==> src/rtl/fetch_sequencer.sv <==
// IF-stage controller: issues one instruction-memory read per cycle, tags returned words
// with their PC, buffers them in a 2-entry queue and hands them to decode over valid/ready.
module fetch_sequencer #(
    parameter int              PC_W     = 32,
    parameter int              INSTR_W  = 32,
    parameter logic [PC_W-1:0] RESET_PC = '0
) (
    input  logic               clk,
    input  logic               rst_n,
    output logic               im_req,
    output logic [PC_W-1:0]    im_addr,
    input  logic [INSTR_W-1:0] im_rdata,
    input  logic               redirect_valid,
    input  logic [PC_W-1:0]    redirect_pc,
    input  logic               halt,
    output logic               id_valid,
    output logic [PC_W-1:0]    id_pc,
    output logic [INSTR_W-1:0] id_instr,
    input  logic               id_ready,
    output logic               halted
);

    typedef enum logic [1:0] {S_IDLE, S_RUN, S_HALTED} state_e;

    state_e             state_q, state_d;
    logic [PC_W-1:0]    pc_q, pc_d;
    logic [1:0]         count_q, count_d;
    logic               inflight_q, inflight_d;
    logic               kill_q, kill_d;

    logic [PC_W-1:0]    tag_q;
    logic [PC_W-1:0]    slot0_pc_q, slot1_pc_q;
    logic [INSTR_W-1:0] slot0_instr_q, slot1_instr_q;

    logic               pop, push, issue, redirect_act, wr_slot1;
    logic [2:0]         occupancy;
    logic [1:0]         unused_redirect_lsbs;

    assign unused_redirect_lsbs = redirect_pc[1:0];

    assign id_valid     = (count_q != 2'd0);
    assign pop          = id_valid & id_ready;
    assign redirect_act = redirect_valid & (state_q != S_IDLE);
    // Occupancy counts the word already in flight so the queue can never be overrun.
    assign occupancy    = {1'b0, count_q} + {2'b00, inflight_q} - {2'b00, pop};
    assign issue        = (state_q == S_RUN) & ~halt & ~redirect_act & (occupancy < 3'd2);
    assign push         = inflight_q & ~kill_q & ~redirect_act;
    assign wr_slot1     = (count_q == 2'd2) | ((count_q == 2'd1) & ~pop);

    assign im_req   = issue;
    assign im_addr  = pc_q;
    assign id_pc    = id_valid ? slot0_pc_q : '0;
    assign id_instr = id_valid ? slot0_instr_q : '0;
    assign halted   = (state_q == S_HALTED);

    always_comb begin
        state_d    = state_q;
        pc_d       = pc_q;
        count_d    = count_q - {1'b0, pop} + {1'b0, push};
        inflight_d = issue;
        kill_d     = 1'b0;

        case (state_q)
            S_IDLE:   state_d = S_RUN;
            S_RUN:    if (!redirect_act && halt && !inflight_q) state_d = S_HALTED;
            S_HALTED: if (!halt) state_d = S_RUN;
            default:  state_d = S_IDLE;
        endcase

        if (issue) pc_d = pc_q + PC_W'(4);

        if (redirect_act) begin
            pc_d    = {redirect_pc[PC_W-1:2], 2'b00};
            count_d = 2'd0;
            kill_d  = inflight_q;
        end
    end

    always_ff @(posedge clk or negedge rst_n) begin
        if (!rst_n) begin
            state_q    <= S_IDLE;
            pc_q       <= RESET_PC;
            count_q    <= 2'd0;
            inflight_q <= 1'b0;
            kill_q     <= 1'b0;
        end else begin
            state_q    <= state_d;
            pc_q       <= pc_d;
            count_q    <= count_d;
            inflight_q <= inflight_d;
            kill_q     <= kill_d;
        end
    end

    // Queue storage: slot0 is the head; a pop shifts slot1 down before any push lands.
    always_ff @(posedge clk) begin
        if (issue) tag_q <= pc_q;
        if (pop) begin
            slot0_pc_q    <= slot1_pc_q;
            slot0_instr_q <= slot1_instr_q;
        end
        if (push) begin
            if (wr_slot1) begin
                slot1_pc_q    <= tag_q;
                slot1_instr_q <= im_rdata;
            end else begin
                slot0_pc_q    <= tag_q;
                slot0_instr_q <= im_rdata;
            end
        end
    end

    a_no_overflow: assert property (@(posedge clk) disable iff (!rst_n)
        !(push && !pop && (count_q == 2'd2)));

endmodule
==> config.mk <==
export PLATFORM = sky130hd
export DESIGN_NAME = fetch_sequencer
export DESIGN_NICKNAME = d
export VERILOG_FILES = /design/src/rtl/fetch_sequencer.sv
export SDC_FILE = /design/constraint.sdc
export NUM_CORES = 1
export LEC_CHECK = 0
export ABC_AREA = 0
export ABC_CLOCK_PERIOD_IN_PS = 4800
export CAP_MARGIN = 20
export CORE_ASPECT_RATIO = 1.2
export CORE_MARGIN = 4
export CORE_UTILIZATION = 35
export CTS_BUF_LIST = sky130_fd_sc_hd__clkbuf_8
export CTS_CLUSTER_SIZE = 30
export DETAILED_ROUTE_END_ITERATION = 10
export SLEW_MARGIN = 40
export SYNTH_ARGS = -nofsm -noshare
export SYNTH_HDL_FRONTEND = slang
export SYNTH_SLANG_ARGS = --single-unit
==> constraint.sdc <==
create_clock -name clk -period 4.8 [get_ports clk]
set_input_delay 0.72 -clock clk [delete_from_list [all_inputs] [get_ports clk]]
set_output_delay 0.72 -clock clk [all_outputs]
set_load 0.01 [all_outputs]
==> impl_results.md, run 1 <==
* Outcome: finished, final reports clean
* Final Hold Fails at 0
* Post-CTS resize count at 0
* Gate Count Post-Synth at approximately 670
* # Post-CTS Setup Buffers at 0
* Ant diodes at 0
* CP Launch Type: input pin
* Synthesized flop and latch total at between 150 and 200
* Hold WS at between 200 and 250 ps
* Worst slew margin at 48.7%
* Initial Utilization at between 30% and 40%
* Worst Reg-to-Reg Cells at 9
* CTS Root Cell: clkbuf_8
* Clk_skew at 12.0 ps
* CTS clock-pin slew for the worst setup and hold paths at 90 ps
* Initial antenna violation count at 0
* DP HPWL at 12200 um
* Final min period at 3880 ps
* Post-route ant nets at 0
* P&R area growth vs syn at 29.6%
* DR vias/cell at ~4.7
* # H-tree levels at 4
* Max cap viols at 0
* Final setup violation count at 0
* Nets at ~900
* Final worst path period share at just over 80%
* Die W at about 150 um
* RSZ-0062 raised after global routing: false
* WL/cell at 16.4 um
* Core box area at 0.0224 mm2
* Leak at 3.90 nW
* GPL Wtd Cong at 0.734
* Synthesized area at 0.00791 mm2
* Cts bufs inserted at 17
* Yosys cell types at 42
* Async S/R FF share, synth at 18.8%
* Worst VDD drop at roughly 0.20 mV
* Die height at between 150 and 200 um
* Hold-fix buffers, CTS at 0
* Final max-slew violation count at 0
* Crit end category: output port
* Synth Flop Type: edfxtp_1
* Register area share after synthesis at a little over three fifths
* Worst min path class: input pin to asynchronous set/reset pin
* Post-route DRC at 0
* I/O pins at between 150 and 200
* DIE AREA at 0.0251 mm2
* Skew-Pair Late Insertion Delay at 450 ps
* Grt total ovfl at 0
* GRT Total Usage at between 10 and 15%
* Clock Tree Buf Depth at 2
* Number of synthesized flops with an enable pin at 92
* Vias in the first global route at a little over 5000
* Worst Setup Path Type: input pin to output port
* Post-route setup TNS at 0 ps
* CP Max Fanout at 6
* CTS tree: done
* Largest net degree at the start of global routing at 91
* Vias at 5284
* Fmax achieved at about 0.26 GHz
* Mean Syn Cell Area at 11.8 um2
* Total Wirelength at ~18000 um
* PwrDens at ~550 mW/mm2
* Share of layout cells above drive strength 1 at 6.56%
* First-pass GRT wire length at between 20000 and 30000 um
* IO buf count at 163
* Clock sinks at around 190
* DRT iter0 DRCs at ~220
* Worst Path Required at 4080 ps
* CP arrival at approximately 3200 ps
* Drt first pass iters at 5
* Synth warn at 0
* Worst Tran Pin Value at 767 ps
* Rows at 60
path summary, 6_finish.rpt:
path	from	to	slack [ps]
setup / recovery	id_ready	im_req	920
min in group clk	tag_q[30]$_DFFE_PP_	slot1_pc_q[30]$_DFFE_PP_	450
setup reg to reg	count_q[1]$_DFF_PN0_	im_addr[29]$_DFFE_PN0P_	1820
hold reg to reg	tag_q[30]$_DFFE_PP_	slot1_pc_q[30]$_DFFE_PP_	450
hold / removal	rst_n	im_addr[8]$_DFFE_PN0P_	230
max in group asynchronous	rst_n	kill_q$_DFF_PN0_	4220
registers in the layout (all words and copies together) (netlist names):
| name | flops |
|---|---|
| count_q | 2 |
| kill_q | 1 |
| im_addr | 30 |
| state_q | 2 |
| slot0_instr_q | 32 |
| inflight_q | 1 |
| slot1_instr_q | 32 |
| tag_q | 30 |
| slot1_pc_q | 30 |
| slot0_pc_q | 32 |
where the power goes:
| part | switching, mW | internal (mW) |
|---|---|---|
| logic | 0.961 | 1.07 |
| clock network | 0.561 | 0.461 |
| registers | 0.328 | 2.23 |
worst max-delay path, cell delays in order:
cell             delay [ps]
clkdlybuf4s50_1         580
xor2_1                  170
nand2_1                  80
fa_1                    530
nand4bb_4               200
nor3_4                  290
clkdlybuf4s50_1         590
cell type report:
type	count	area [um2]
clock buffers	17	234
clock inverters	15	145
fillers	2130	12100
inverters	6	22.5
multi-input cells	438	2820
flip-flops and latches	192	4940
well taps	279	349
repair buffers	171	1730
per-stage QoR:
step	setup WS, ps	std cells	utilization [%]	power, mW	instance area [um2]
2_1_floorplan	581	674	-	3.62	7920
5_1_grt	816	1118	45.8	6.01	10200
6_report	922	1118	45.8	5.61	10200
4_1_cts	890	1117	45.7	5.71	10200
3_3_place_gp	906	1085	44.0	4.64	9830
3_5_place_dp	904	1085	44.0	4.68	9840
logic make-up after synthesis:
family          synth area share [%]
other cells                   0.0474
buf+inv                         2.42
fa+ha+maj                      0.728
mux                             7.97
flops                           62.5
xor+xnor                        3.65
simple gates                    16.3
compound gates                  6.33
metal layers:
metal / GRT usage [%] / part of all wire [%] / wire length, um / vias to the layer above
met2: 23.7 / 48 / 8780 / 146
met4: 4.83 / 1.5 / 275 / 0
met3: 3.30 / 3.9 / 722 / 22
met1: 19.7 / 47 / 8550 / 2480
met5: 0 / 0 / 0 / -
li1: - / - / - / 2636
cell usage after synthesis (2+ instances only):
cell	n	area, um2
a21oi_1	2	10.0
and2_1	67	419
and3_1	3	18.8
and4_1	2	17.5
buf_2	9	45.0
buf_4	2	15.0
clkbuf_1	26	97.6
dfrtp_1	36	901
dfxtp_1	64	1280
edfxtp_1	92	2760
ha_1	3	37.5
inv_1	6	22.5
mux2i_1	63	631
nand2_1	107	402
nand3_1	11	55.1
nand4_1	7	43.8
nor2_1	11	41.3
nor2b_1	2	12.5
nor3_1	5	25.0
nor3_2	2	20.0
nor3b_1	3	22.5
nor4_1	2	12.5
nor4_2	6	75.1
nor4_4	2	42.5
o21a_1	2	15.0
o21ai_0	80	400
o21ai_1	12	60.1
xnor2_1	20	175
xor2_1	13	114
cell usage in the layout, fill, tap and decap left out, drive strengths merged, types with 6 or more instances in the layout:
master         Yosys  routed
o21ai             92      92
and2              67      67
nand4              7       7
nand2            107     107
nand3             11      11
inv                6      12
clkinv             0       6
edfxtp            92      92
xor2              13      13
xnor2             20      20
nor4              10      10
nor2              11      11
dfrtp             36      36
clkdlybuf4s50      0     162
dfxtp             64      64
clkbuf            26      17
buf               12       9
nor3               7       7
mux2i             63      63
Note: power is estimated with default switching activity, not from simulation.
==> inputs of run 2 (changes only) <==
Settings changed: ABC_CLOCK_PERIOD_IN_PS 4800 to 3600.
Clock period 4.8 ns to 3.6 ns, I/O delays scaled along.
==> run 2 against run 1 <==
  * First-iteration DRC count increased by 44%
  * Via count increased by 0.38%
  * Critical path depth unchanged
  * Critical endpoint unchanged
  * Flip-flop and latch count unchanged
  * Highest routed layer unchanged
  * Total power increased by 35%
  * Sequential share of layout area decreased by 0.16 points
  * Largest cell class unchanged
  * Largest power group unchanged
  * Final cell count increased by 0.45%
  * Die area unchanged
  * Design area increased by 0.37%
==> impl_results.md, run 2 (synthesized netlist as in run 1, its figures left out) <==
* Top Layer Used: met4
* Largest stage delay, worst path at 560 ps
* Worst Setup Path Type: register to output port
* Worst slew margin at 48.2%
* Net Sw Frac at 33.3%
* Initial Utilization at between 30% and 40%
* Worst Path Required at roughly 3000 ps
* Skew-Pair Late Insertion Delay at around 460 ps
* DR vias/cell at around 4.7
* P&R area growth vs syn at 30.0%
* Drt first pass iters at 4
* Leak at 3.94 nW
* # H-tree levels at 4
* Die W at roughly 150 um
* Fill count at around 2100
* Ant diodes at 0
* WL met1 at about 8700 um
* Cell Chain, Critical Path: or2_2 -> nand2_4 -> nor2_1 -> fa_1 -> nand4bb_4 -> nor3_4 -> dlymetal6s2s_1
* Max cap viols at 0
* I/O pins at ~170
* DRT iter0 DRCs at 320
* Outcome: finished, final reports clean
* Final setup violation count at 0
* Hold WS at roughly 26 ps
* Met3 WL post-DR at about 790 um
* Combinational group share of total power at 35.8%
* CP Max Fanout at 6
* Clk_skew at 17.3 ps
* CTS clock-pin slew for the worst setup and hold paths at around 100 ps
* Vias at about 5300
* Final min period at roughly 3100 ps
* Nets at ~900
* CTS Root Cell: clkbuf_8
* CTS tree: done
* Largest net degree at the start of global routing at 83
* Vias in the first global route at just over 5000
* Crit path to: im_req
* Post-route ant nets at 0
* Switch Pwr at about 2.5 mW
* Seq pwr share at 45.1%
* DP HPWL at roughly 12000 um
* Cts bufs inserted at 17
* Critical R2R Launch: count_q[1]$_DFF_PN0_
* Total Wirelength at between 15000 and 20000 um
* Final max-slew violation count at 0
* Largest registers: slot0_instr_q: 32 flops, slot0_pc_q: 32 flops, slot1_instr_q: 32 flops
* Crit end category: output port
* CP arrival at around 2500 ps
* GPL Wtd Cong at ~0.73
* Pint at 5.05 mW
* Post-route DRC at 0
* Final worst path period share at ~85%
* RSZ-0062 raised after global routing: false
* Worst Reg-to-Reg Cells at 10
* PwrDens at approximately 740 mW/mm2
* Core box area at 0.0224 mm2
* Clock Tree Buf Depth at 2
* Grt total ovfl at 0
* Clock sinks at 192
* Final Hold Fails at 0
* Worst min path class: input pin to asynchronous set/reset pin
* Post-route setup TNS at 0 ps
* First-pass GRT wire length at a little under 30000 um
* Metal2 WL at approximately 8500 um
* RR Endpoint: im_addr[28]$_DFFE_PN0P_
* Worst VDD drop at between 0.2 and 0.3 mV
* Most frequent cells in the layout: clkdlybuf4s50_1 (161), nand2_1 (106), edfxtp_1 (92)
* Clock share of power at between 10% and 20%
* Share of layout cells above drive strength 1 at under 10%
* IO buf count at about 160
* R2R setup slack at 600 ps
* WL/cell at roughly 16 um
* Worst Tran Pin Value at 777 ps
* Initial antenna violation count at 0
* Rows at 60
* Die height at roughly 170 um
* GRT Total Usage at around 15%
* Launch point of the worst path: count_q[1]$_DFF_PN0_
* DIE AREA at 0.0251 mm2
* Hold-fix buffers, CTS at 0
* CP Launch Type: register
* Commonest non-fill, non-tap cell in the layout: clkdlybuf4s50_1
* Crit path max-delay cell type: fa_1
* Fmax achieved at between 0.3 and 0.4 GHz
==> run 2: timing repair <==
item | in CTS | in global routing
buffers inserted | 0 | 0
endpoints found under the setup margin | 0 | 1
gates resized for setup | 0 | 2
==> run 2: final cells by class <==
class                           count  area, um2  share of cell area (%)
Sequential cell                   192       4950                    48.1
Tap cell                          279        349                    3.39
Clock inverter                     15        174                    1.69
Inverter                            6       22.5                   0.219
Timing Repair Buffer              176       1740                    16.9
Multi-Input combinational cell    438       2820                    27.4
Clock buffer                       17        234                    2.27
==> run 2: metal layers <==
metal  track usage, %  vias to the layer above
li1                 -                     2651
met1             20.0                     2510
met2             23.6                      134
met3             3.64                        9
met4             3.68                        0
met5                0                        -
==> run 2: worst min path at each step <==
stage / cells after the start / slack (ps) / end / startpoint
6_report: 1 / 30 / im_addr[11]$_DFFE_PN0P_ / rst_n
2_1_floorplan: 0 / 240 / count_q[0]$_DFF_PN0_ / rst_n
5_1_grt: 1 / 20 / im_addr[11]$_DFFE_PN0P_ / rst_n
3_5_place_dp: 0 / 430 / slot1_pc_q[24]$_DFFE_PP_ / tag_q[24]$_DFFE_PP_
3_3_place_gp: 0 / 430 / slot1_pc_q[27]$_DFFE_PP_ / tag_q[27]$_DFFE_PP_
4_1_cts: 1 / 10 / im_addr[11]$_DFFE_PN0P_ / rst_n
==> run 2: worst max-delay path: cells and delay by family, from the launching register on <==
family                   cells  cell delay (ps)
flip-flops                   1              470
adder cells (fa/ha/maj)      1              560
AND/OR/NAND/NOR              5              840
buffers and inverters        1              200
==> run 2: power groups by stage <==
stage	clock network (mW)	registers, mW	logic [mW]
final	1.44	3.42	2.71
after global routing	1.60	3.51	3.00
after CTS	1.51	3.43	2.78
after detailed placement	0	3.48	2.77
after global placement	0	3.46	2.75
after floorplan	0	3.38	1.45
==> run 2: through the flow <==
stage | area [um2] | setup WS, ps | utilization, % | cells | power, mW
2_1_floorplan | 7930 | 25.0 | - | 674 | 4.83
6_report | 10300 | 534 | 46.0 | 1123 | 7.58
3_3_place_gp | 9870 | 209 | 44.1 | 1091 | 6.21
4_1_cts | 10300 | 40.6 | 45.9 | 1123 | 7.72
5_1_grt | 10300 | 367 | 46.0 | 1123 | 8.12
3_5_place_dp | 9870 | 163 | 44.1 | 1091 | 6.25
==> inputs of run 3 (changes only) <==
Settings changed: CORE_MARGIN 4 to 2, CTS_CLUSTER_SIZE 30 to unset.
==> run 3 against run 2 <==
  * Hold slack gained 7.3 ps
  * Flip-flop and latch count unchanged
  * Count of clock-buffer cells in the layout did not move
  * Global-route usage decreased by 0.11 points
  * Final cell count shrank 0.18%
  * Clock skew is 1.4 ps lower
  * Die area fell by 5.0%
==> impl_results.md, run 3 (synthesized netlist as in run 1, its figures left out) <==
* DR vias/cell at around 4.7
* Final min period at a little over 3000 ps
* Most frequent cells in the layout: clkdlybuf4s50_1 (161), nand2_1 (106), edfxtp_1 (92)
* Max cap viols at 0
* DRT iter0 DRCs at 239
* CTS tree: done
* Final Hold Fails at 0
* Worst VDD drop at about 0.28 mV
* Clock Tree Buf Depth at 2
* Share of layout cells above drive strength 1 at under 10%
* Ant diodes at 0
* Clock sinks at between 150 and 200
* Post-route DRC at 0
* Initial Utilization at 35.5%
* PwrDens at 720 mW/mm2
* Vias at ~5300
* CP Max Fanout at 6
* # H-tree levels at 4
* I/O pins at between 150 and 200
* RSZ-0062 raised after global routing: false
* R2R setup slack at just under 600 ps
* Launch point of the worst path: count_q[1]$_DFF_PN0_
* Leak at ~3.9 nW
* Worst Tran Pin Value at approximately 590 ps
* CTS Root Cell: clkbuf_8
* GRT Total Usage at roughly 15%
* Largest registers: slot0_instr_q: 32 flops, slot0_pc_q: 32 flops, slot1_instr_q: 32 flops
* Outcome: finished, final reports clean
* Fmax achieved at ~0.32 GHz
* CP arrival at 2550 ps
* Worst Setup Path Type: register to output port
* Rows at 60
* Final setup violation count at 0
* Final max-slew violation count at 0
* DP HPWL at 11400 um
* First-pass GRT wire length at around 27000 um
* Drt first pass iters at 4
* CP Launch Type: register
* Total Wirelength at between 15000 and 20000 um
* Grt total ovfl at 0
* Core box area at between 0.02 and 0.025 mm2
* Die W at ~140 um
* Skew-Pair Late Insertion Delay at about 450 ps
* WL/cell at 15.4 um
* Final worst path period share at a little under nine tenths
* Worst min path class: input pin to asynchronous set/reset pin
* # Post-CTS Setup Buffers at 0
* Worst Path Required at roughly 3000 ps
* Hold WS at around 34 ps
* Largest net degree at the start of global routing at 127
* GPL Wtd Cong at 0.808
* DIE AREA at around 0.024 mm2
* CTS clock-pin slew for the worst setup and hold paths at 90 ps
* Crit end category: output port
* Post-route setup TNS at 0 ps
* Worst slew margin at approximately three fifths
* Post-route ant nets at 0
* IO buf count at 163
* Nets at ~900
* Die height at between 150 and 200 um
* Critical R2R Launch: count_q[1]$_DFF_PN0_
* Vias in the first global route at between 5000 and 6000
* P&R area growth vs syn at 29.0%
* Cts bufs inserted at 17
* Commonest non-fill, non-tap cell in the layout: clkdlybuf4s50_1
* Clk_skew at about 16 ps
* Initial antenna violation count at 0
[run 3: cell types whose count changed in the layout (fill, tap and decap cells not counted)]
cell        previous run  this run
inv_6                  3         1
clkinv_1               0         2
inv_1                  7         8
bufinv_16              2         0
buf_12                 1         2
inv_8                  3         1
clkinv_2               0         4
clkinvlp_4             2         1
buf_4                 13        10
[run 3: routing by layer]
metal / vias up / track usage, % / routed length (um)
li1: 2642 / - / -
met2: 127 / 25.2 / 8730
met3: 15 / 2.66 / 729
met1: 2469 / 18.1 / 7540
met4: 0 / 5.30 / 301
met5: - / 0 / 0
[run 3: cell type report]
type,count,area (um2)
clock inverters,15,97.6
flip-flops and latches,192,4950
multi-input cells,438,2820
repair buffers,174,1740
inverters,6,22.5
well taps,279,349
clock buffers,17,234
fillers,2141,12100
[run 3: path summary, 6_finish.rpt]
| check | end | cells after the start |
|---|---|---|
| worst max-delay path | im_req | 7 |
| worst min-delay path | state_q[1]$_DFFE_PN0P_ | 1 |
| worst max register to register | im_addr[16]$_DFFE_PN0P_ | 10 |
| worst min register to register | slot1_pc_q[31]$_DFFE_PP_ | 0 |
| min in group clk | slot1_pc_q[31]$_DFFE_PP_ | 0 |
| max in group asynchronous | count_q[1]$_DFF_PN0_ | 1 |
[run 3: repair_timing]
action / CTS / global route
gates resized for setup: 0 / 2
hold buffers: 0 / 0
setup endpoints to repair: 0 / 1
[run 3: worst max-delay path: stages (launching register included)]
cell and delay, ps:
dfrtp_2 470, or2_2 340, nand2_4 80, nor2_1 50, fa_1 570, nand4bb_4 170
nor3_4 220, dlymetal6s2s_1 190
[run 3: stage by stage]
stage	utilization, %	setup WS [ps]	power, mW	std cells	instance area, um2
floorplan	-	25.0	4.83	674	7930
CTS	45.7	39.1	7.49	1121	10200
detailed placement	44.2	164	6.23	1089	9870
finish	45.8	514	7.35	1121	10200
global route	45.8	362	7.86	1121	10200
global placement	44.2	186	6.18	1089	9860
[run 3: report_power, final]
group	switching, mW	internal, mW	total [mW]
Clock	0.755	0.474	1.23
Sequential	0.419	2.97	3.39
Combinational	1.28	1.44	2.72
Total	2.46	4.89	7.35
